--- config.mk ---
export PLATFORM = sky130hd
export DESIGN_NAME = activation_pipe
export DESIGN_NICKNAME = d
export VERILOG_FILES = /design/src/rtl/activation_pkg.sv /design/src/rtl/activation_lut.sv /design/src/rtl/activation_pipe.sv
export SDC_FILE = /design/constraint.sdc
export NUM_CORES = 2
export LEC_CHECK = 0
export ABC_AREA = 1
export ABC_CLOCK_PERIOD_IN_PS = 9300
export BUFFER_PORTS_ARGS = -buffer_cell sky130_fd_sc_hd__buf_4
export CORE_ASPECT_RATIO = 1.25
export CORE_MARGIN = 5
export CORE_UTILIZATION = 45
export CTS_CLUSTER_DIAMETER = 60
export DETAILED_ROUTE_END_ITERATION = 12
export GPL_ROUTABILITY_DRIVEN = 0
export SLEW_MARGIN = 15
export SYNTH_ARGS = -nofsm -noshare
export SYNTH_HDL_FRONTEND = slang
export SYNTH_SLANG_ARGS = --single-unit
--- constraint.sdc ---
create_clock -name clk -period 9.3 [get_ports clk]
set_input_delay 1.395 -clock clk [delete_from_list [all_inputs] [get_ports clk]]
set_output_delay 1.395 -clock clk [all_outputs]
set_load 0.02 [all_outputs]
--- src/rtl/activation_pkg.sv ---
// Shared types, default formats and the sigmoid/tanh ROM contents for the activation pipe.
// ROM entries are round(f(x_i) * 4096) sampled at x_i = -8 + i/4, i = 0..63 (Q4.12).
package activation_pkg;

    typedef enum logic [1:0] {ACT_ID, ACT_RELU, ACT_SIG, ACT_TANH} act_mode_e;

    localparam int DATA_W_DEF = 16;
    localparam int FRAC_W_DEF = 12;
    localparam int LUT_A_DEF  = 6;
    localparam int LANES_DEF  = 4;

    localparam int SIG_ROM [64] = '{
           1,    2,    2,    3,    4,    5,    6,    8,
          10,   13,   17,   21,   27,   35,   45,   58,
          74,   94,  120,  153,  194,  246,  311,  391,
         488,  606,  747,  912, 1102, 1314, 1546, 1793,
        2048, 2303, 2550, 2782, 2994, 3184, 3349, 3490,
        3608, 3705, 3785, 3850, 3902, 3943, 3976, 4002,
        4022, 4038, 4051, 4061, 4069, 4075, 4079, 4083,
        4086, 4088, 4090, 4091, 4092, 4093, 4094, 4094
    };

    localparam int TANH_ROM [64] = '{
        -4096, -4096, -4096, -4096, -4096, -4096, -4096, -4096,
        -4096, -4096, -4096, -4096, -4096, -4095, -4095, -4094,
        -4093, -4091, -4089, -4084, -4076, -4063, -4041, -4006,
        -3949, -3856, -3707, -3475, -3119, -2602, -1893, -1003,
            0,  1003,  1893,  2602,  3119,  3475,  3707,  3856,
         3949,  4006,  4041,  4063,  4076,  4084,  4089,  4091,
         4093,  4094,  4095,  4095,  4096,  4096,  4096,  4096,
         4096,  4096,  4096,  4096,  4096,  4096,  4096,  4096
    };

    function automatic logic signed [DATA_W_DEF-1:0] sig_lut(input logic [LUT_A_DEF-1:0] i);
        return DATA_W_DEF'(SIG_ROM[i]);
    endfunction

    function automatic logic signed [DATA_W_DEF-1:0] tanh_lut(input logic [LUT_A_DEF-1:0] i);
        return DATA_W_DEF'(TANH_ROM[i]);
    endfunction

endpackage

--- src/rtl/activation_lut.sv ---
// Combinational dual-read activation ROM: the segment start point and its right-hand neighbour.
// The neighbour of the last segment is the last entry itself, so the top of the range never wraps.
module activation_lut
    import activation_pkg::*;
#(
    parameter int DATA_W = DATA_W_DEF,
    parameter int LUT_A  = LUT_A_DEF
) (
    input  act_mode_e                 mode,
    input  logic [LUT_A-1:0]          idx,
    output logic signed [DATA_W-1:0]  y0,
    output logic signed [DATA_W-1:0]  y1
);

    localparam logic [LUT_A-1:0] IDX_MAX = '1;

    logic [LUT_A-1:0] idx_nxt;

    always_comb begin
        idx_nxt = (idx == IDX_MAX) ? idx : idx + 1'b1;
        y0      = '0;
        y1      = '0;
        case (mode)
            ACT_SIG: begin
                y0 = sig_lut(idx);
                y1 = sig_lut(idx_nxt);
            end
            ACT_TANH: begin
                y0 = tanh_lut(idx);
                y1 = tanh_lut(idx_nxt);
            end
            default: begin
                y0 = '0;
                y1 = '0;
            end
        endcase
    end

endmodule

--- src/rtl/activation_pipe.sv ---
// Three-stage multi-lane activation pipe (index, lookup, interpolate) behind one valid/ready handshake.
// A single stall signal freezes every stage; bubbles advance whenever the output is not blocked.
module activation_pipe
    import activation_pkg::*;
#(
    parameter int DATA_W = DATA_W_DEF,
    parameter int FRAC_W = FRAC_W_DEF,
    parameter int LUT_A  = LUT_A_DEF,
    parameter int LANES  = LANES_DEF
) (
    input  logic                      clk,
    input  logic                      n_rst,
    input  logic                      in_valid,
    output logic                      in_ready,
    input  logic [1:0]                in_mode,
    input  logic [LANES*DATA_W-1:0]   in_data,
    output logic                      out_valid,
    input  logic                      out_ready,
    output logic [LANES*DATA_W-1:0]   out_data
);

    localparam int FR_W = DATA_W - LUT_A;
    localparam int PW   = DATA_W + 1 + FR_W + 1;
    localparam logic signed [DATA_W-1:0] Y_MAX = {1'b0, {(DATA_W-1){1'b1}}};
    localparam logic signed [DATA_W-1:0] Y_MIN = {1'b1, {(DATA_W-1){1'b0}}};

    if (FRAC_W >= DATA_W || LUT_A >= DATA_W) begin : g_bad_param
        $error("activation_pipe: FRAC_W and LUT_A must be narrower than DATA_W");
    end

    logic      ready_en;
    logic      stall;
    logic      adv;
    logic      v1, v2, v3;
    act_mode_e m1, m2;

    assign stall     = v3 & ~out_ready;
    assign adv       = ~stall;
    assign in_ready  = ready_en & ~stall;
    assign out_valid = v3;

    // ready_en keeps the input closed for the first edge after reset release
    always_ff @(posedge clk or negedge n_rst) begin
        if (!n_rst) begin
            ready_en <= 1'b0;
            v1       <= 1'b0;
            v2       <= 1'b0;
            v3       <= 1'b0;
            m1       <= ACT_ID;
            m2       <= ACT_ID;
        end else begin
            ready_en <= 1'b1;
            if (adv) begin
                v1 <= in_valid & in_ready;
                v2 <= v1;
                v3 <= v2;
                m1 <= act_mode_e'(in_mode);
                m2 <= m1;
            end
        end
    end

    for (genvar i = 0; i < LANES; i++) begin : g_lane
        logic signed [DATA_W-1:0] x0, x1, x2;
        logic [DATA_W-1:0]        u0;
        logic [LUT_A-1:0]         idx1;
        logic [FR_W-1:0]          frac1, frac2;
        logic signed [DATA_W-1:0] y0_c, y1_c, y0_2, y1_2;
        logic signed [PW-1:0]     diff, fs, prod, shr, sum;
        logic signed [DATA_W-1:0] y3, y_q;

        assign x0 = in_data[i*DATA_W +: DATA_W];
        assign u0 = {~x0[DATA_W-1], x0[DATA_W-2:0]};

        activation_lut #(.DATA_W(DATA_W), .LUT_A(LUT_A)) u_lut (
            .mode (m1),
            .idx  (idx1),
            .y0   (y0_c),
            .y1   (y1_c)
        );

        always_comb begin
            diff = PW'(y1_2) - PW'(y0_2);
            fs   = PW'({1'b0, frac2});
            prod = diff * fs;
            shr  = prod >>> FR_W;
            sum  = shr + PW'(y0_2);
            y3   = '0;
            case (m2)
                ACT_ID:   y3 = x2;
                ACT_RELU: y3 = x2[DATA_W-1] ? '0 : x2;
                default: begin
                    if (sum[PW-1:DATA_W-1] == '0 || sum[PW-1:DATA_W-1] == '1)
                        y3 = sum[DATA_W-1:0];
                    else
                        y3 = sum[PW-1] ? Y_MIN : Y_MAX;
                end
            endcase
        end

        always_ff @(posedge clk or negedge n_rst) begin
            if (!n_rst) begin
                idx1  <= '0;
                frac1 <= '0;
                x1    <= '0;
                y0_2  <= '0;
                y1_2  <= '0;
                frac2 <= '0;
                x2    <= '0;
                y_q   <= '0;
            end else if (adv) begin
                idx1  <= u0[DATA_W-1 -: LUT_A];
                frac1 <= u0[FR_W-1:0];
                x1    <= x0;
                y0_2  <= y0_c;
                y1_2  <= y1_c;
                frac2 <= frac1;
                x2    <= x1;
                y_q   <= y3;
            end
        end

        assign out_data[i*DATA_W +: DATA_W] = y_q;
    end

endmodule

After elaboration in Yosys (flattened, before gate mapping)

Memory sizes are Yosys's and may differ from the RTL's.
Index checks and enable logic that the tools add are counted.

Bits in read-only memories: 32768
Input bits: 70
Memories: 16
Logic and storage cells: 175
Output and inout port bits: 66
Register bits after elaboration: 432

Mux-type cells: 60
Equal/unequal tests: 11
Multiply operators: 4
Magnitude comparators: 8
Reductions and logical operators: 9
Bitwise gates (word level): 17
Add/sub/neg operators: 12

Memories:

| memory           | words | bits a word | read ports | clocked after memory_dff | write ports | RTL line             | text |
|---|---|---|---|---|---|---|---|
| (name not given) | 64    | 32          | 1          | 0                        | 0           | activation_pkg.sv:35 | `return DATA_W_DEF'(SIG_ROM[i]);` |
| (name not given) | 64    | 32          | 1          | 0                        | 0           | activation_pkg.sv:35 |  |
| (name not given) | 64    | 32          | 1          | 0                        | 0           | activation_pkg.sv:39 | `return DATA_W_DEF'(TANH_ROM[i]);` |
| (name not given) | 64    | 32          | 1          | 0                        | 0           | activation_pkg.sv:39 |  |
| (name not given) | 64    | 32          | 1          | 0                        | 0           | activation_pkg.sv:39 |  |
| (name not given) | 64    | 32          | 1          | 0                        | 0           | activation_pkg.sv:39 |  |
| 10 more memories | -     | -           | -          | -                        | -           | -                    |  |

Operators by type and width:

| operator             | count |
|---|---|
| $mux 16              | 40 |
| $pmux 16 s2          | 12 |
| $mul 17x11->28       | 4 |
| $add 18x16->19       | 4 |
| $sub 16x16->17       | 4 |
| $mux 15              | 4 |
| $ge 7x7->1 const B   | 8 |
| $not 6->7            | 8 |
| $eq 13x13->1 const B | 4 |
| $logic_not 13->1     | 4 |
| $add 6x1->6 const B  | 4 |
| $eq 6x6->1 const B   | 4 |
| $mux 6               | 4 |
| $not 1->1            | 6 |
| $eq 2x2->1 const B   | 2 |
| $logic_or 1x1->1     | 4 |
| $and 1x1->1          | 3 |
| $eq 2x1->1 const B   | 1 |
| $logic_not 2->1      | 1 |

Longest topological paths before layout

Depth in word-level cells: 7
Mapped depth: 52
Depth with buffers taken out: 51

Hierarchy

From an unflattened synthesis, not the netlist that was laid out.

Cells, all modules: 8686
Area, all modules: 58720.1 um^2

Modules (own cells, without submodules):

| module                               | sequential area each (um^2) | area each (um^2) | instances | cells an instance |
|---|---|---|---|---|
| activation_pipe                      | 8308.0                      | 46701.0          | 1         | 6225 |
| activation_lut (g_lane[1].u_lut ...) | 0.0                         | 2982.9           | 3         | 610 |
| activation_lut (g_lane[0].u_lut)     | 0.0                         | 3070.4           | 1         | 631 |

Least setup slack after synthesis

OpenSTA, ideal clock, no wires.

Path type: register to register
Start: reg g_lane[1].y0_2[6]
End: reg g_lane[1].y_q[5]
Cell stages (with the launch flop): 42
Data required time: 9183 ps
Path buffers: 1
Clock period less this slack: 7549 ps
Setup slack: 1751 ps
Setup time: 117 ps
Data arrival time: 7432 ps
Cells stage by stage: dfrtp_1 inv_1 ha_1 a21oi_1 o21a_1 o21ai_1 a31oi_1 o21ai_1 xnor2_1 inv_2 nand2_1 fa_1 fa_1 inv_1 fa_1 fa_1 inv_1 fa_1 [6 not listed] a21o_1 nand2_1 ha_1 nand2_1 inv_1 nand2_1 nand2_1 a21oi_1 nand2_1 nand2_1 nand2_1 nor2_1 a21oi_1 nor2_2 buf_4 nand2_1 nand2_1 nand2_1

Cells in the longest elaborated chain, start to end: 7
Elaborated cells between the ends (all ways): 9
Classes of those cells: add/sub: 2; mul: 1; eq/ne: 1; mux: 3; reduce/logical: 2

RTL lines:

| element                                          | RTL line               | text |
|---|---|---|
| from (decl)                                      | activation_pipe.sv:68  | `logic signed [DATA_W-1:0] y0_c, y1_c, y0_2, y1_2;` |
| from (signal assigned)                           | activation_pipe.sv:115 | `y0_2 <= y0_c;` |
| $sub 16x16->17                                   | activation_pipe.sv:83  | `diff = PW'(y1_2) - PW'(y0_2);` |
| $mul 17x11->28                                   | activation_pipe.sv:85  | `prod = diff * fs;` |
| $add 18x16->19 *                                 | activation_pipe.sv:87  | `sum = shr + PW'(y0_2);` |
| $eq 13x13->1 or $logic_not 13->1 (tied branches) | activation_pipe.sv:93  | `if (sum[PW-1:DATA_W-1] == '0 \|\| sum[PW-1:DATA_W-1] == '1)` |
| $logic_or 1x1->1                                 | activation_pipe.sv:93  |  |
| $mux 16 *                                        | activation_pipe.sv:93  |  |
| $pmux 16 s2 *                                    | activation_pipe.sv:89  | `case (m2)` |
| to (signal assigned)                             | activation_pipe.sv:119 | `y_q <= y3;` |
| to (decl)                                        | activation_pipe.sv:70  | `logic signed [DATA_W-1:0] y3, y_q;` |

Every way passes the cells marked *; elsewhere a longest branch is shown, timed or not.
A chain may end at the register's enable or synchronous reset.

Worst setup path after layout

Start: reg g_lane[3].y0_2[2]
End: reg g_lane[3].y_q[0]

Cells in the longest elaborated chain, start to end: 7
Elaborated cells between the ends (all ways): 9
Classes of those cells: add/sub: 2; mul: 1; eq/ne: 1; mux: 3; reduce/logical: 2

RTL lines:

| element                                          | RTL line |
|---|---|
| from (decl)                                      | activation_pipe.sv:68 |
| from (signal assigned)                           | activation_pipe.sv:115 |
| $sub 16x16->17                                   | activation_pipe.sv:83 |
| $mul 17x11->28                                   | activation_pipe.sv:85 |
| $add 18x16->19 *                                 | activation_pipe.sv:87 |
| $eq 13x13->1 or $logic_not 13->1 (tied branches) | activation_pipe.sv:93 |
| $logic_or 1x1->1                                 | activation_pipe.sv:93 |
| $mux 16 *                                        | activation_pipe.sv:93 |
| $pmux 16 s2 *                                    | activation_pipe.sv:89 |
| to (signal assigned)                             | activation_pipe.sv:119 |
| to (decl)                                        | activation_pipe.sv:70 |

Marks and branches as above.

==> impl_results.md <==
- Status: completed
- WP data required: 9.86 ns
- Wire length per cell: 19.5 µm
- Final worst path period share: 93.4%
- TNS Setup: 0 ns
- Slowest-stage cell, CP: fa_1
- Worst-path clk slew: 0.06 ns
- Clk_lat worst skew: 0.69 ns
- Crit-path max FO: 15
- H-tree depth: 2
- Initial antenna violation count: 1
- Period minus WS final: 8.68 ns
- Worst Skew: 0.0702 ns
- CTS Buf Count: 52
- Worst Slack Setup Final: 0.617 ns
- 1st-iter DRT viols: 5,504
- Ys async rst share: 100%
- Clk buf depth: 3
- Worst-Margin Slew: 1.12 ns
- HPWL after DPL: 152 mm
- GRT overflow: 0
- Count of cell types in the netlist: 64
- Syn-to-layout area delta: 7.72%
- Setup Viol. Count Final: 0
- CTS tree: yes
- #FFs+latches synth: 316
- First-pass GRT wire length: 305 mm
- Avg Inst Size Synth: 6.85 µm²
- Global Route Usage Sum: 28.6%
- Layout cells sized above 1: 6.20%
- Vias per cell: 5.62
- Final nets: 9,365
- Crit-path max cell delay: 0.54 ns
- I/O pin count: 136
- WS Path Type: reg -> reg
- Fin area: 0.0607 mm²
- Final wirelength: 193 mm
- Fillers: 12,900
- Port bufs: 135
- Max-Cap Viols: 0
- Post-place setup slack: 0.148 ns
- Max Freq: 115 MHz
- Post-synth EDFFs: 0
- Via count: 55,600
- Final Slew Violations: 0
- Starting Density: 45.2%
- Clock root cell: clkbuf_16
- WP data arrival: 9.24 ns
- Antenna Cells: 0
- Post-CTS Hold Fix Bufs: 0
- DRC viols: 0
- RSZ-0062 raised after global routing: false
- CP Launch Type: flip-flop
- Synth warn: 0
- Placed cell count: 9,795
- Max_slew headroom: 25.0%
- Area of the die: 0.132 mm²
- Total core area: 0.125 mm²
- Fin. Hold Viols: 0
- Hold Path Class: reg -> reg
- Post-Place Cell Area: 0.0588 mm²
- Gate Count Post-Synth: 8,226
- Dominant synthesized flop cell: dfrtp_1
- Post-synthesis sequential area ratio: 14.0%
- Most Frequent Cell on Critical Path: nand2_1
- Synthesized net count: 9,358
- Chip Width: 326 µm
- Cell area after synthesis: 0.0563 mm²
- Rows: 145
- Height of the die: 406 µm
- Clock sink count: 316
- Final std cells w/o fill: 9,889
- Largest net degree at the start of global routing: 163
- Critical Path End Type: flip-flop
- Vias in the first global route: 55,100
- Router iterations before antenna repair: 8
- Final ANT Viol Nets: 0
==> metrics by stage <==
stage / util, % / hold slack, ns
5_1_grt: 48.7 / 0.480
2_1_floorplan: - / 0.420
6_report: 48.7 / 0.450
3_3_place_gp: 47.2 / 0.435
3_5_place_dp: 47.2 / 0.439
4_1_cts: 48.6 / 0.456
==> state kept, by name, indices dropped and copies added, names as in the netlist <==
| signal | count |
|---|---|
| g_lane.x1 | 64 |
| g_lane.x2 | 64 |
| g_lane.y_q | 64 |
| g_lane.y0_2 | 56 |
| g_lane.y1_2 | 56 |
| g_lane.idx1 | 4 |
| m1 | 2 |
| m2 | 2 |
| out_valid | 1 |
| ready_en | 1 |
| v1 | 1 |
| v2 | 1 |
==> cell families (layout without fill, tap and decap cells) <==
kind of cell	after synthesis	after routing	synth area share (%)
AO/OA/AOI/OAI	1317	1317	13.2
XOR/XNOR	188	188	2.92
adder cells (fa/ha/maj)	1062	1062	31.7
buffers and inverters	1684	1730	11.6
flip-flops	316	316	14.0
other	1	1	0.00666
AND/OR/NAND/NOR	3658	3658	26.5
==> critical path, delay by kind of cell, from the launching register on <==
family                   cells  cell delay, ns
AND/OR/NAND/NOR             25            3.64
AO/OA/AOI/OAI                2            0.32
flip-flops                   1            0.44
adder cells (fa/ha/maj)      8            3.74
buffers and inverters        5            0.42
==> Yosys cell counts (6+ instances only) <==
| master | count | area (µm²) |
|---|---|---|
| nand2_1 | 2175 | 8160 |
| inv_1 | 1368 | 5130 |
| nor2_1 | 851 | 3190 |
| fa_1 | 608 | 12200 |
| o21ai_0 | 472 | 2360 |
| ha_1 | 454 | 5680 |
| a21oi_1 | 451 | 2260 |
| nand3_1 | 336 | 1680 |
| dfrtp_1 | 316 | 7910 |
| clkbuf_1 | 173 | 649 |
| xor2_1 | 108 | 946 |
| or2_2 | 86 | 538 |
| xnor2_1 | 80 | 701 |
| nor3_1 | 72 | 360 |
| a31oi_1 | 67 | 419 |
| o22ai_1 | 66 | 413 |
| buf_2 | 46 | 230 |
| nand4_1 | 45 | 282 |
| o211ai_1 | 41 | 308 |
| o21ai_1 | 28 | 140 |
| a21o_1 | 27 | 203 |
| inv_2 | 27 | 101 |
| buf_4 | 25 | 188 |
| clkinv_1 | 24 | 90.1 |
| nand2_2 | 24 | 150 |
| a22oi_1 | 20 | 150 |
| a211oi_1 | 18 | 135 |
| o2111ai_1 | 16 | 140 |
| o21bai_1 | 16 | 120 |
| o21a_1 | 15 | 113 |
| nand3b_1 | 12 | 90.1 |
| nor2_2 | 12 | 75.1 |
| o31ai_1 | 12 | 90.1 |
| o221ai_1 | 11 | 96.3 |
| and3_1 | 10 | 62.6 |
| buf_1 | 10 | 37.5 |
| buf_6 | 10 | 113 |
| nor4_1 | 10 | 62.6 |
| a21boi_0 | 9 | 67.6 |
| o21ai_2 | 7 | 61.3 |
| o311ai_0 | 7 | 61.3 |
| a221oi_1 | 6 | 52.6 |
| a32o_1 | 6 | 60.1 |
==> repair_timing <==
action / 4_1_cts / 5_1_grt
setup buffers: 0 / 1
endpoints found under the setup margin: 0 / 62
endpoints found under the hold margin: 0 / 0
resized for setup: 0 / 26
==> cells in the final DEF (no fill, tap or decap), types with 23 or more instances in the layout <==
cell	instances
a21o_1	27
a21oi_1	449
a31oi_1	66
buf_4	215
clkbuf_16	53
clkinv_1	23
dfrtp_1	316
fa_1	608
ha_1	454
inv_1	1365
inv_2	29
nand2_1	2166
nand2_2	32
nand3_1	336
nand4_1	45
nor2_1	846
nor3_1	72
o211ai_1	41
o21ai_0	472
o21ai_1	27
o22ai_1	66
or2_2	86
xnor2_1	78
xor2_1	107
==> metal layers <==
layer	global-route usage [%]	part of all wire [%]	routed length (µm)	vias to the layer above
li1	-	-	-	25900
met5	0	0.022	42	-
met1	37.1	40	77600	26400
met4	11.1	4.9	9410	4
met3	3.65	7.6	14700	637
met2	48.9	47	91200	2717
==> worst paths after layout <==
check | start | endpoint | cells after the start | slack, ns
max in group asynchronous | n_rst | g_lane[2].x2[7] | 3 | 6.67
min in group asynchronous | n_rst | g_lane[3].x1[2] | 1 | 0.62
min | v2 | out_valid | 2 | 0.45
max | g_lane[3].y0_2[2] | g_lane[3].y_q[0] | 40 | 0.62
max reg2reg | g_lane[3].y0_2[2] | g_lane[3].y_q[0] | 40 | 0.62
min reg2reg | v2 | out_valid | 2 | 0.45
==> final cells by class <==
| cell class | count | area [µm²] | share of cell area, % |
|---|---|---|---|
| multi-input cells | 6226 | 42000 | 69.2 |
| flip-flops and latches | 316 | 7910 | 13.0 |
| inverters | 1420 | 5340 | 8.81 |
| well taps | 1617 | 2020 | 3.34 |
| repair buffers | 217 | 1650 | 2.72 |
| clock buffers | 60 | 1370 | 2.26 |
| clock inverters | 33 | 398 | 0.656 |
Power is left out: the tool's default activity adds up to more than one toggle a clock period on the data nets, which glitch-free logic cannot reach.
